$ cat config.mk
export PLATFORM = sky130hd
export DESIGN_NAME = mem_stream_loader_flat
export DESIGN_NICKNAME = d
export VERILOG_FILES = /design/src/rtl/mem_stream_loader_if.sv /design/src/rtl/mem_stream_loader.sv /design/src/flat_wrapper.sv
export SDC_FILE = /design/constraint.sdc
export NUM_CORES = 1
export LEC_CHECK = 0
export CAP_MARGIN = 10
export CELL_PAD_IN_SITES_DETAIL_PLACEMENT = 0
export CELL_PAD_IN_SITES_GLOBAL_PLACEMENT = 2
export CORE_MARGIN = 3
export CORE_UTILIZATION = 28
export CTS_BUF_LIST = sky130_fd_sc_hd__clkbuf_8 sky130_fd_sc_hd__clkbuf_16
export CTS_CLUSTER_DIAMETER = 30
export DETAILED_ROUTE_END_ITERATION = 7
export PLACE_DENSITY = 0.82
export SLEW_MARGIN = 20
export SYNTH_ARGS = -nofsm -noshare
export SYNTH_HDL_FRONTEND = slang
export SYNTH_SLANG_ARGS = --single-unit
export TNS_END_PERCENT = 1
$ cat constraint.sdc
create_clock -name clock -period 3 [get_ports clock]
set_input_delay 0.6 -clock clock [delete_from_list [all_inputs] [get_ports clock]]
set_output_delay 0.6 -clock clock [all_outputs]
set_load 0.05 [all_outputs]
$ cat src/rtl/mem_stream_loader_if.sv
// Purpose: bundles the control, byte-stream, memory-port and word-stream signals of mem_stream_loader.
// Latency: none; this file only declares wires.
// Backpressure: in_valid/in_ready on the input stream, out_valid/out_ready on the output stream.
interface mem_stream_loader_if #(
    parameter int WIDTH    = 32,
    parameter int IN_WIDTH = 8,
    parameter int ADDR_W   = 17
);
    logic                start_load;
    logic                start_dump;
    logic [IN_WIDTH-1:0] in_data;
    logic                in_valid;
    logic                in_ready;
    logic [ADDR_W-1:0]   mem_address;
    logic [WIDTH-1:0]    mem_data;
    logic                mem_wr_en;
    logic [WIDTH-1:0]    mem_q;
    logic [WIDTH-1:0]    out_data;
    logic                out_valid;
    logic                out_ready;
    logic                busy;
    logic                done;

    // Sequencer side.
    modport slave (
        input  start_load, start_dump, in_data, in_valid, mem_q, out_ready,
        output in_ready, mem_address, mem_data, mem_wr_en, out_data, out_valid, busy, done
    );

    // Host / memory / sink side.
    modport master (
        output start_load, start_dump, in_data, in_valid, mem_q, out_ready,
        input  in_ready, mem_address, mem_data, mem_wr_en, out_data, out_valid, busy, done
    );
endinterface

$ cat src/rtl/mem_stream_loader.sv
// Purpose: packs a narrow beat stream into words written to memory from address 0 (LOAD), or reads the range back out as a word stream (DUMP).
// Latency: a completed word is on the memory port the cycle after its last beat; a dumped word appears 2 cycles after its read address.
// Backpressure: in_ready is high only while loading; out_data is held with out_valid until out_ready.
module mem_stream_loader #(
    parameter int WIDTH    = 32,
    parameter int IN_WIDTH = 8,
    parameter int N_WORDS  = 1024,
    parameter int ADDR_W   = 17
) (
    input  logic                clock,
    input  logic                reset,
    mem_stream_loader_if.slave  bus
);
    localparam int BEATS  = WIDTH / IN_WIDTH;
    localparam int BEAT_W = (BEATS > 1) ? $clog2(BEATS) : 1;
    localparam logic [BEAT_W-1:0] LAST_BEAT = BEAT_W'(BEATS - 1);
    localparam logic [ADDR_W-1:0] LAST_WORD = ADDR_W'(N_WORDS - 1);

    typedef enum logic [2:0] {
        S_IDLE, S_LOAD, S_FLUSH, S_RD_ADDR, S_RD_CAP, S_OUT, S_DONE
    } state_t;

    state_t            state_q, state_d;
    logic [BEAT_W-1:0] beat_q, beat_d;
    logic [ADDR_W-1:0] idx_q, idx_d;
    logic [WIDTH-1:0]  pack_q, pack_d;
    logic [ADDR_W-1:0] mem_address_q, mem_address_d;
    logic [WIDTH-1:0]  mem_data_q, mem_data_d;
    logic              mem_wr_en_q, mem_wr_en_d;
    logic [WIDTH-1:0]  out_data_q, out_data_d;
    logic              out_valid_q, out_valid_d;
    logic              in_ready_q, in_ready_d;
    logic              busy_q, busy_d;
    logic              done_q, done_d;
    logic              accept;
    logic [WIDTH-1:0]  packed_word;

    // Next-state and next-output logic; every output is taken from a flop.
    always_comb begin
        state_d       = state_q;
        beat_d        = beat_q;
        idx_d         = idx_q;
        pack_d        = pack_q;
        mem_address_d = mem_address_q;
        mem_data_d    = mem_data_q;
        mem_wr_en_d   = 1'b0;
        out_data_d    = out_data_q;
        out_valid_d   = out_valid_q;
        accept        = in_ready_q & bus.in_valid;
        // Earlier beats move up so the first beat of a word ends in the MSBs.
        packed_word   = (pack_q << IN_WIDTH) | WIDTH'(bus.in_data);

        case (state_q)
            S_IDLE: begin
                if (bus.start_load) begin
                    state_d       = S_LOAD;
                    idx_d         = '0;
                    beat_d        = '0;
                    pack_d        = '0;
                    mem_address_d = '0;
                end else if (bus.start_dump) begin
                    state_d       = S_RD_ADDR;
                    idx_d         = '0;
                    mem_address_d = '0;
                end
            end
            S_LOAD: begin
                if (accept) begin
                    if (beat_q == LAST_BEAT) begin
                        mem_wr_en_d   = 1'b1;
                        mem_data_d    = packed_word;
                        mem_address_d = idx_q;
                        beat_d        = '0;
                        pack_d        = '0;
                        if (idx_q == LAST_WORD) begin
                            state_d = S_FLUSH;
                        end else begin
                            idx_d = idx_q + 1'b1;
                        end
                    end else begin
                        pack_d = packed_word;
                        beat_d = beat_q + 1'b1;
                    end
                end
            end
            S_FLUSH:   state_d = S_DONE;
            S_RD_ADDR: state_d = S_RD_CAP;
            S_RD_CAP: begin
                out_data_d  = bus.mem_q;
                out_valid_d = 1'b1;
                state_d     = S_OUT;
            end
            S_OUT: begin
                if (bus.out_ready) begin
                    out_valid_d = 1'b0;
                    if (idx_q == LAST_WORD) begin
                        state_d = S_DONE;
                    end else begin
                        idx_d         = idx_q + 1'b1;
                        mem_address_d = idx_q + 1'b1;
                        state_d       = S_RD_ADDR;
                    end
                end
            end
            S_DONE:  state_d = S_IDLE;
            default: state_d = S_IDLE;
        endcase

        in_ready_d = (state_d == S_LOAD);
        busy_d     = (state_d != S_IDLE);
        done_d     = (state_d == S_DONE);
    end

    // State and output registers; reset abandons any transfer in progress.
    always_ff @(posedge clock) begin
        if (reset) begin
            state_q       <= S_IDLE;
            beat_q        <= '0;
            idx_q         <= '0;
            pack_q        <= '0;
            mem_address_q <= '0;
            mem_data_q    <= '0;
            mem_wr_en_q   <= 1'b0;
            out_data_q    <= '0;
            out_valid_q   <= 1'b0;
            in_ready_q    <= 1'b0;
            busy_q        <= 1'b0;
            done_q        <= 1'b0;
        end else begin
            state_q       <= state_d;
            beat_q        <= beat_d;
            idx_q         <= idx_d;
            pack_q        <= pack_d;
            mem_address_q <= mem_address_d;
            mem_data_q    <= mem_data_d;
            mem_wr_en_q   <= mem_wr_en_d;
            out_data_q    <= out_data_d;
            out_valid_q   <= out_valid_d;
            in_ready_q    <= in_ready_d;
            busy_q        <= busy_d;
            done_q        <= done_d;
        end
    end

    assign bus.in_ready    = in_ready_q;
    assign bus.mem_address = mem_address_q;
    assign bus.mem_data    = mem_data_q;
    assign bus.mem_wr_en   = mem_wr_en_q;
    assign bus.out_data    = out_data_q;
    assign bus.out_valid   = out_valid_q;
    assign bus.busy        = busy_q;
    assign bus.done        = done_q;
endmodule

$ cat src/flat_wrapper.sv
// flat-port wrapper written by rule: the top's interface ports become plain ports
module mem_stream_loader_flat 
#(
    parameter int WIDTH    = 32,
    parameter int IN_WIDTH = 8,
    parameter int N_WORDS  = 1024,
    parameter int ADDR_W   = 17
)
  (clock, reset, bus_start_load, bus_start_dump, bus_in_data, bus_in_valid, bus_mem_q, bus_out_ready, bus_in_ready, bus_mem_address, bus_mem_data, bus_mem_wr_en, bus_out_data, bus_out_valid, bus_busy, bus_done);
  mem_stream_loader_if #(.WIDTH(WIDTH), .IN_WIDTH(IN_WIDTH), .ADDR_W(ADDR_W)) bus_i ();
  input  logic clock;
  input  logic reset;
  input wire logic [$bits(bus_i.start_load)-1:0] bus_start_load;
  input wire logic [$bits(bus_i.start_dump)-1:0] bus_start_dump;
  input wire logic [$bits(bus_i.in_data)-1:0] bus_in_data;
  input wire logic [$bits(bus_i.in_valid)-1:0] bus_in_valid;
  input wire logic [$bits(bus_i.mem_q)-1:0] bus_mem_q;
  input wire logic [$bits(bus_i.out_ready)-1:0] bus_out_ready;
  output wire logic [$bits(bus_i.in_ready)-1:0] bus_in_ready;
  output wire logic [$bits(bus_i.mem_address)-1:0] bus_mem_address;
  output wire logic [$bits(bus_i.mem_data)-1:0] bus_mem_data;
  output wire logic [$bits(bus_i.mem_wr_en)-1:0] bus_mem_wr_en;
  output wire logic [$bits(bus_i.out_data)-1:0] bus_out_data;
  output wire logic [$bits(bus_i.out_valid)-1:0] bus_out_valid;
  output wire logic [$bits(bus_i.busy)-1:0] bus_busy;
  output wire logic [$bits(bus_i.done)-1:0] bus_done;
  assign bus_i.start_load = bus_start_load;
  assign bus_i.start_dump = bus_start_dump;
  assign bus_i.in_data = bus_in_data;
  assign bus_i.in_valid = bus_in_valid;
  assign bus_i.mem_q = bus_mem_q;
  assign bus_i.out_ready = bus_out_ready;
  assign bus_in_ready = bus_i.in_ready;
  assign bus_mem_address = bus_i.mem_address;
  assign bus_mem_data = bus_i.mem_data;
  assign bus_mem_wr_en = bus_i.mem_wr_en;
  assign bus_out_data = bus_i.out_data;
  assign bus_out_valid = bus_i.out_valid;
  assign bus_busy = bus_i.busy;
  assign bus_done = bus_i.done;
  mem_stream_loader #(.WIDTH(WIDTH), .IN_WIDTH(IN_WIDTH), .N_WORDS(N_WORDS), .ADDR_W(ADDR_W)) u_core (.clock(clock), .reset(reset), .bus(bus_i));
endmodule
==> out/metrics.sh, run 1 <==
SYNTH.TOP_CELLS.BY_COUNT='nand2_1, dfxtp_1, a21oi_1, clkbuf_1, nand3_1'
SYN-CELL-AREA_UM2=5557
CTS-RESIZED-GATES=0
TIGHTESTPINTRANSITION_NS=0.8924
FINAL.MIN_CLOCK_PERIOD_NS=2.495
FINALCLOCKSKEW_NS=0.009383
NUMBER_OF_FLIP_FLOPS_AND_LATCHES_IN_THE_SYNTHESIZED_NETLIST=132
CTS.REPAIR_TIMING.SETUP_BUFFER_COUNT=0
CP_SLOWEST_CELL='or4b_1'
ACHIEVABLE-FREQUENCY_MHz=400.8
PLACED_CELL_AREA_UM2=7104
SYNTH_TOP_CELL_BY_AREA='dfxtp_1'
TIMING.RR.END='u_core.idx_q[10]$_SDFFE_PP0P_'
NATURE_OF_THE_CRITICAL_PATH_STARTPOINT='register'
MULTI_INPUT_COMB_AREA_UM2=2663
CLKSLEWWORSTSETUPHOLDPATHS_NS=0.06
DRV_CAP=0
DIE_H_UM=146.9
GLOBALROUTE.TOTALOVERFLOW=0
DRCVIOLATIONCOUNT=0
DETAIL_ROUTE.WIRELENGTH_UM=16440
POST-ROUTE-CELL-AREA_UM2=7672
CRITPATHKIND='register to register'
CTSROOTBUFFERMASTER='clkbuf_16'
SYNTH-SEQ-AREA-SHARE=0.4756
MAX_SLEW_VIOLATION_TOTAL_FROM_THE_FINAL_REPORT=0
POSTCTSHOLDBUFS=0
FINAL-SETUP-VIOL-COUNT=0
ASYNC_RESET_FF_FRAC=0
YOSYS.CELL_COUNT.TOP_TYPE='nand2_1'
WORST_EP_ARRIVAL_TIME_NS=2.82
SYN-INSTANCE-COUNT=712
CTS.PATH.MAX_BUFFERS=2
SHARE_OF_FINAL_LAYOUT_STANDARD_CELLS_STRONGER_THAN_DRIVE_STRENGTH_1=0.08153
VIA_PER_INST=4.895
DIE-WIDTH_UM=146.9
SYNTH_TOP_CELL_AREA_SHARE=0.4756
SYNTH_SIMPLE_GATE_AREA_SHARE=0.2585
WORSTPATHCELLLIST='ha_1 -> or4b_1 -> nor4_4 -> and2_1 -> nor2_2 -> a311oi_2'
DIE-AREA_UM2=21570
SYN_NETS=760
YS.FLOP_TYPE='dfxtp_1'
WIRE_PER_INST_UM=15.02
CTS-BUFFERS-INSERTED=17
INITIAL_CELL_DENSITY_OF_THE_CORE=0.2912
NETLIST_TOP_CELLS_AREA='dfxtp_1, nand2_1, a21oi_1'
R2R_WORST_PATH_DEPTH=6
CRIT_REQUIRED_NS=3.33
PRE_CTS_WS_NS=0.2593
OUTCOME='completed'
HOLDCRITPATHCLASS='register to register'
FIRST_ITER_VIOLATIONS=338
POST-LAYOUT-TOTAL-POWER_mW=4.302
FINAL_HOLD_VIOL_COUNT=0
CRIT_PATH_END_KIND='register'
ANTENNA_LEFT=0
TOTAL_LEAKAGE_POWER_nW=2.466
CELLS_AFTER_DPL=1062
PLACEMENT.IO_BUFFERS=131
VIAS=5355
TIMING.FINAL.CRIT_SHARE=0.8316
SYNTH_TOP_FAMILY_BY_AREA='simple AND/OR/NAND/NOR gates'
GRT_MAX_DEGREE=72
DESIGN.PORTCOUNT=132
TRITONCTS='built'
YOSYS-MUX-AREA-FRACTION=0.009232
VDD_IR_DROP_MAX_V=0.0004123
SYNTH_FA_HA_AREA_FRAC=0.004503
YOSYS.CELL_TYPES.COUNT=53
CLOCK-SINKS=132
SYNTH.AVG_CELL_AREA_UM2=7.804
POST-ROUTE-UTIL=0.4021
FINALWORSTSETUPSLACK_NS=0.5051
FILLER_INSTANCES=1941
TIMING.MAX_SLEW.REL_SLACK=0.4051
HPWL_UM=11480
CRITICAL_PATH_MAXIMUM_FANOUT=10
WORST_SKEW_PAIR.LATE_LATENCY_NS=0.42
SETUP.REG_TO_REG.WORST_SLACK_NS=0.51
REGTOREGSTARTPOINT='u_core.idx_q[1]$_SDFFE_PP0P_'
CORE_UM2=19080
SYNTH_XOR_AREA_FRAC=0.01891
ANTENNA_DIODE_COUNT=0
SYNTH-COMPOUND-AREA-SHARE=0.1851
POWER_DENSITY_nW_PER_UM2=560.6
CRITPATHCAPTURE='u_core.idx_q[10]$_SDFFE_PP0P_'
WORST_SETUP_PATH_STARTPOINT='u_core.idx_q[1]$_SDFFE_PP0P_'
GRT_SETUP_UNREPAIRED='no'
SYNTHESIS.YOSYS.WARNINGS=0
GP_CONGESTION=0.9091
FINAL_TNS_SETUP_NS=0
CLOCK_TREE.HTREE_LEVEL_COUNT=4
NUMBER_OF_GLOBAL_ROUTE_VIAS_BEFORE_REPAIR=5244
TIMING.CRITICAL_PATH.SLOWEST_CELL_DELAY_NS=0.50
NUMBER_OF_ENABLE_FLIP_FLOP_CELLS_AFTER_SYNTHESIS=0
FINISH.NET_COUNT=869
FIRSTDRTPASSITERS=5
TIMING.HOLD.WS_NS=0.4526
SEQUENTIAL_CELL_AREA_UM2=2643
LAYOUTNONFILLERINSTCOUNT=1094
GRT_ANTENNA_BEFORE_REPAIR=0
AREA_GROWTH_PCT=38.08
ROW_COUNT=50
GRT_PASS1_WL_UM=26920
GRT.TOTAL_USAGE=0.1532
[critical path, delay by kind of cell (launching register included)]
| family | cells | cell delay, ns |
|---|---|---|
| compound gates | 1 | 0.29 |
| fa+ha+maj | 1 | 0.19 |
| flops | 1 | 0.41 |
| simple gates | 4 | 1.52 |
[worst min-delay path by stage]
stage,from,end,depth (start not counted)
global placement,u_core.bus.out_data[1]$_SDFFE_PP0P_,u_core.bus.out_data[1]$_SDFFE_PP0P_,2
finish,u_core.bus.out_data[23]$_SDFFE_PP0P_,u_core.bus.out_data[23]$_SDFFE_PP0P_,2
CTS,u_core.bus.out_data[23]$_SDFFE_PP0P_,u_core.bus.out_data[23]$_SDFFE_PP0P_,2
global route,u_core.pack_q[23]$_SDFFE_PP0P_,u_core.pack_q[23]$_SDFFE_PP0P_,2
detailed placement,u_core.bus.out_data[23]$_SDFFE_PP0P_,u_core.bus.out_data[23]$_SDFFE_PP0P_,2
floorplan,u_core.pack_q[16]$_SDFFE_PP0P_,u_core.pack_q[16]$_SDFFE_PP0P_,2
[area by class of cell]
type,count,area share
Timing Repair Buffer,150,0.1892
Clock inverter,14,0.01680
Sequential cell,132,0.3444
Multi-Input combinational cell,514,0.3470
Clock buffer,18,0.05724
Inverter,6,0.002935
Tap cell,260,0.04240
[cell families (layout without fill, tap and decap cells)]
group	after synthesis	after routing
flops	132	132
simple gates	308	308
fa+ha+maj	2	2
mux	5	5
compound gates	187	187
buf+inv	66	188
xor+xnor	12	12
[cell usage in the layout (no fill, tap or decap), types with 4 or more instances in the layout]
master / n
a21oi_1: 118
a31oi_1: 10
and2_1: 4
buf_4: 20
clkbuf_16: 17
clkdlybuf4s50_1: 130
clkinv_4: 4
dfxtp_1: 132
inv_1: 7
mux2i_1: 4
nand2_1: 174
nand2b_1: 4
nand3_1: 44
nand4_1: 22
nor2_1: 14
nor2b_1: 8
nor3_1: 5
nor4_1: 7
o21ai_0: 26
o21ai_1: 12
or3_1: 5
xnor2_1: 10
[sequential cells by signal (all words and copies together), names as in the netlist]
signal	cells
u_core.beat_q	2
u_core.bus.busy	1
u_core.bus.done	1
u_core.bus.in_ready	1
u_core.bus.mem_address	17
u_core.bus.mem_data	32
u_core.bus.mem_wr_en	1
u_core.bus.out_data	32
u_core.bus.out_valid	1
u_core.idx_q	17
u_core.pack_q	24
u_core.state_q	3
[metal layers]
metal | share of wire | global-route usage | vias up | wire length (µm)
met3 | 0.059 | 0.05830 | 22 | 975
met2 | 0.45 | 0.2339 | 133 | 7430
li1 | - | - | 2693 | -
met4 | 0.018 | 0.05503 | 0 | 295
met5 | 0 | 0 | - | 0
met1 | 0.47 | 0.1977 | 2507 | 7736
[power by group]
group | internal (mW) | switching (mW) | leakage (nW)
sequential | 1.79 | 0.0309 | 1.07
clock | 1.17 | 0.813 | 0.284
combinational | 0.167 | 0.331 | 1.12
Note: power is estimated with default switching activity, not from simulation.
==> inputs of run 2 (changes only) <==
- clock period: 3 -> 2.3 ns (I/O delays scaled with it)
==> out/metrics.sh, run 2 (synthesized netlist as in run 1, its figures left out) <==
INITIAL_CELL_DENSITY_OF_THE_CORE=0.2912
VIAS=5471
DIE-AREA_UM2=21570
GP_CONGESTION=0.8516
POST-ROUTE-CELL-AREA_UM2=7910
CTS-BUFFERS-INSERTED=17
DETAIL_ROUTE.WIRELENGTH_UM=16650
DIE-WIDTH_UM=146.9
TRITONCTS='built'
GRT_PASS1_WL_UM=27210
VDD_IR_DROP_MAX_V=0.0005594
TIMING.HOLD.WS_NS=0.3830
HOLDCRITPATHCLASS='input pin to register'
WORST_EP_ARRIVAL_TIME_NS=2.43
MIN_DELAY_WORST_ENDPOINT='u_core.idx_q[0]$_SDFFE_PP0P_'
ROW_COUNT=50
TIGHTESTPINTRANSITION_NS=0.5526
NUMBER_OF_GLOBAL_ROUTE_VIAS_BEFORE_REPAIR=5297
R2R_WORST_PATH_DEPTH=7
ANTENNA_LEFT=0
CTS.REPAIR_TIMING.SETUP_BUFFER_COUNT=0
GLOBALROUTE.TOTALOVERFLOW=0
POSTCTSHOLDBUFS=0
CRIT_REQUIRED_NS=2.58
GRT_ANTENNA_BEFORE_REPAIR=0
SHARE_OF_FINAL_LAYOUT_STANDARD_CELLS_STRONGER_THAN_DRIVE_STRENGTH_1=0.1062
CRIT_PATH_END_KIND='register'
CRITPATHKIND='register to register'
FIRSTDRTPASSITERS=5
CLOCK_TREE.HTREE_LEVEL_COUNT=4
FINAL.MIN_CLOCK_PERIOD_NS=2.149
DIE_H_UM=146.9
ACHIEVABLE-FREQUENCY_MHz=465.4
SETUP.REG_TO_REG.WORST_SLACK_NS=0.15
FINAL-SETUP-VIOL-COUNT=0
DRV_CAP=0
TIMING.MAX_SLEW.REL_SLACK=0.6304
CLOCK-SINKS=132
COMMONEST_CELLS_AFTER_ROUTING_FILL_AND_TAPS_ASIDE='nand2_1, dfxtp_1, clkdlybuf4s50_1, a21oi_1, nand3_1'
REGTOREGSTARTPOINT='u_core.idx_q[0]$_SDFFE_PP0P_'
WORST_SKEW_PAIR.LATE_LATENCY_NS=0.42
POST-ROUTE-UTIL=0.4146
GRT_SETUP_UNREPAIRED='no'
TIMING.FINAL.CRIT_SHARE=0.9343
WIRE_PER_INST_UM=14.91
WORST_HOLD_STARTPOINT='reset'
FINAL_HOLD_VIOL_COUNT=0
CTSROOTBUFFERMASTER='clkbuf_16'
TOTAL_LEAKAGE_POWER_nW=2.603
FIRST_ITER_VIOLATIONS=425
GRT.TOTAL_USAGE=0.1533
CTS.PATH.MAX_BUFFERS=2
PLACEMENT.IO_BUFFERS=131
FINAL_COMMON_CELL='nand2_1'
ANTENNA_DIODE_COUNT=0
GRT_MAX_DEGREE=76
FILLER_INSTANCES=1937
FINISH.NET_COUNT=892
CORE_UM2=19080
TIMING.RR.END='u_core.bus.mem_address[3]$_SDFFE_PP0P_'
FINALCLOCKSKEW_NS=0.007891
CRITICAL_PATH_MAXIMUM_FANOUT=16
MAX_SLEW_VIOLATION_TOTAL_FROM_THE_FINAL_REPORT=0
WORST_SETUP_PATH_STARTPOINT='u_core.idx_q[0]$_SDFFE_PP0P_'
WORST_HOLD_PATH.NUM_CELLS=2
CTS-RESIZED-GATES=0
HPWL_UM=11670
DRCVIOLATIONCOUNT=0
DESIGN.PORTCOUNT=132
OUTCOME='completed'
CLKSLEWWORSTSETUPHOLDPATHS_NS=0.06
NATURE_OF_THE_CRITICAL_PATH_STARTPOINT='register'
FINAL_TNS_SETUP_NS=0
POWER_DENSITY_nW_PER_UM2=723.6
VIA_PER_INST=4.898
PLACED_CELL_AREA_UM2=7327
AREA_GROWTH_PCT=42.36
run 2: final cells by class:
cell class                      instances  area, µm²  share of cell area
Inverter                                6      22.52            0.002847
Timing Repair Buffer                  173       1674              0.2116
Multi-Input combinational cell        514       2663              0.3366
Clock inverter                         15      157.7             0.01993
Sequential cell                       132       2643              0.3341
Clock buffer                           17      425.4             0.05378
Tap cell                              260      325.3             0.04113
run 2: routing by layer:
metal  vias to the layer above  wire length, µm  track usage
li1                       2729                -            -
met1                      2556             7565       0.1964
met2                       174             7666       0.2397
met3                        12             1243      0.05521
met4                         0              180      0.05221
met5                         -                0            0
run 2: worst max path at each step:
| stage | to | cells past startpoint | slack, ns |
|---|---|---|---|
| global route | u_core.bus.mem_address[13]$_SDFFE_PP0P_ | 7 | 0.03 |
| global placement | u_core.idx_q[14]$_SDFFE_PP0P_ | 6 | 0.07 |
| CTS | u_core.idx_q[8]$_SDFFE_PP0P_ | 7 | 0.15 |
| detailed placement | u_core.idx_q[8]$_SDFFE_PP0P_ | 6 | 0.05 |
| finish | u_core.bus.mem_address[3]$_SDFFE_PP0P_ | 7 | 0.15 |
| floorplan | u_core.bus.mem_address[16]$_SDFFE_PP0P_ | 7 | 0.17 |
run 2: through the flow:
step                      power, mW  cells  setup WS [ns]
after floorplan               2.819    712         0.1745
after global placement        3.112   1085        0.07490
after detailed placement      3.122   1085        0.04971
after CTS                     5.810   1117         0.1527
after global routing          5.976   1117        0.02645
final                         5.724   1117         0.1512
run 2: report_power, final:
part	switching [mW]	internal, mW	total (mW)
sequential	0.0376	2.33	2.37
combinational	0.446	0.252	0.697
clock	1.05	1.61	2.66
run 2: worst max-delay path, stage by stage (launching register included):
cell     delay, ns
dfxtp_1       0.34
ha_1          0.19
or4b_1        0.50
nor4_4        0.18
buf_4         0.17
nand3_2       0.29
nand4_1       0.26
a21oi_1       0.08
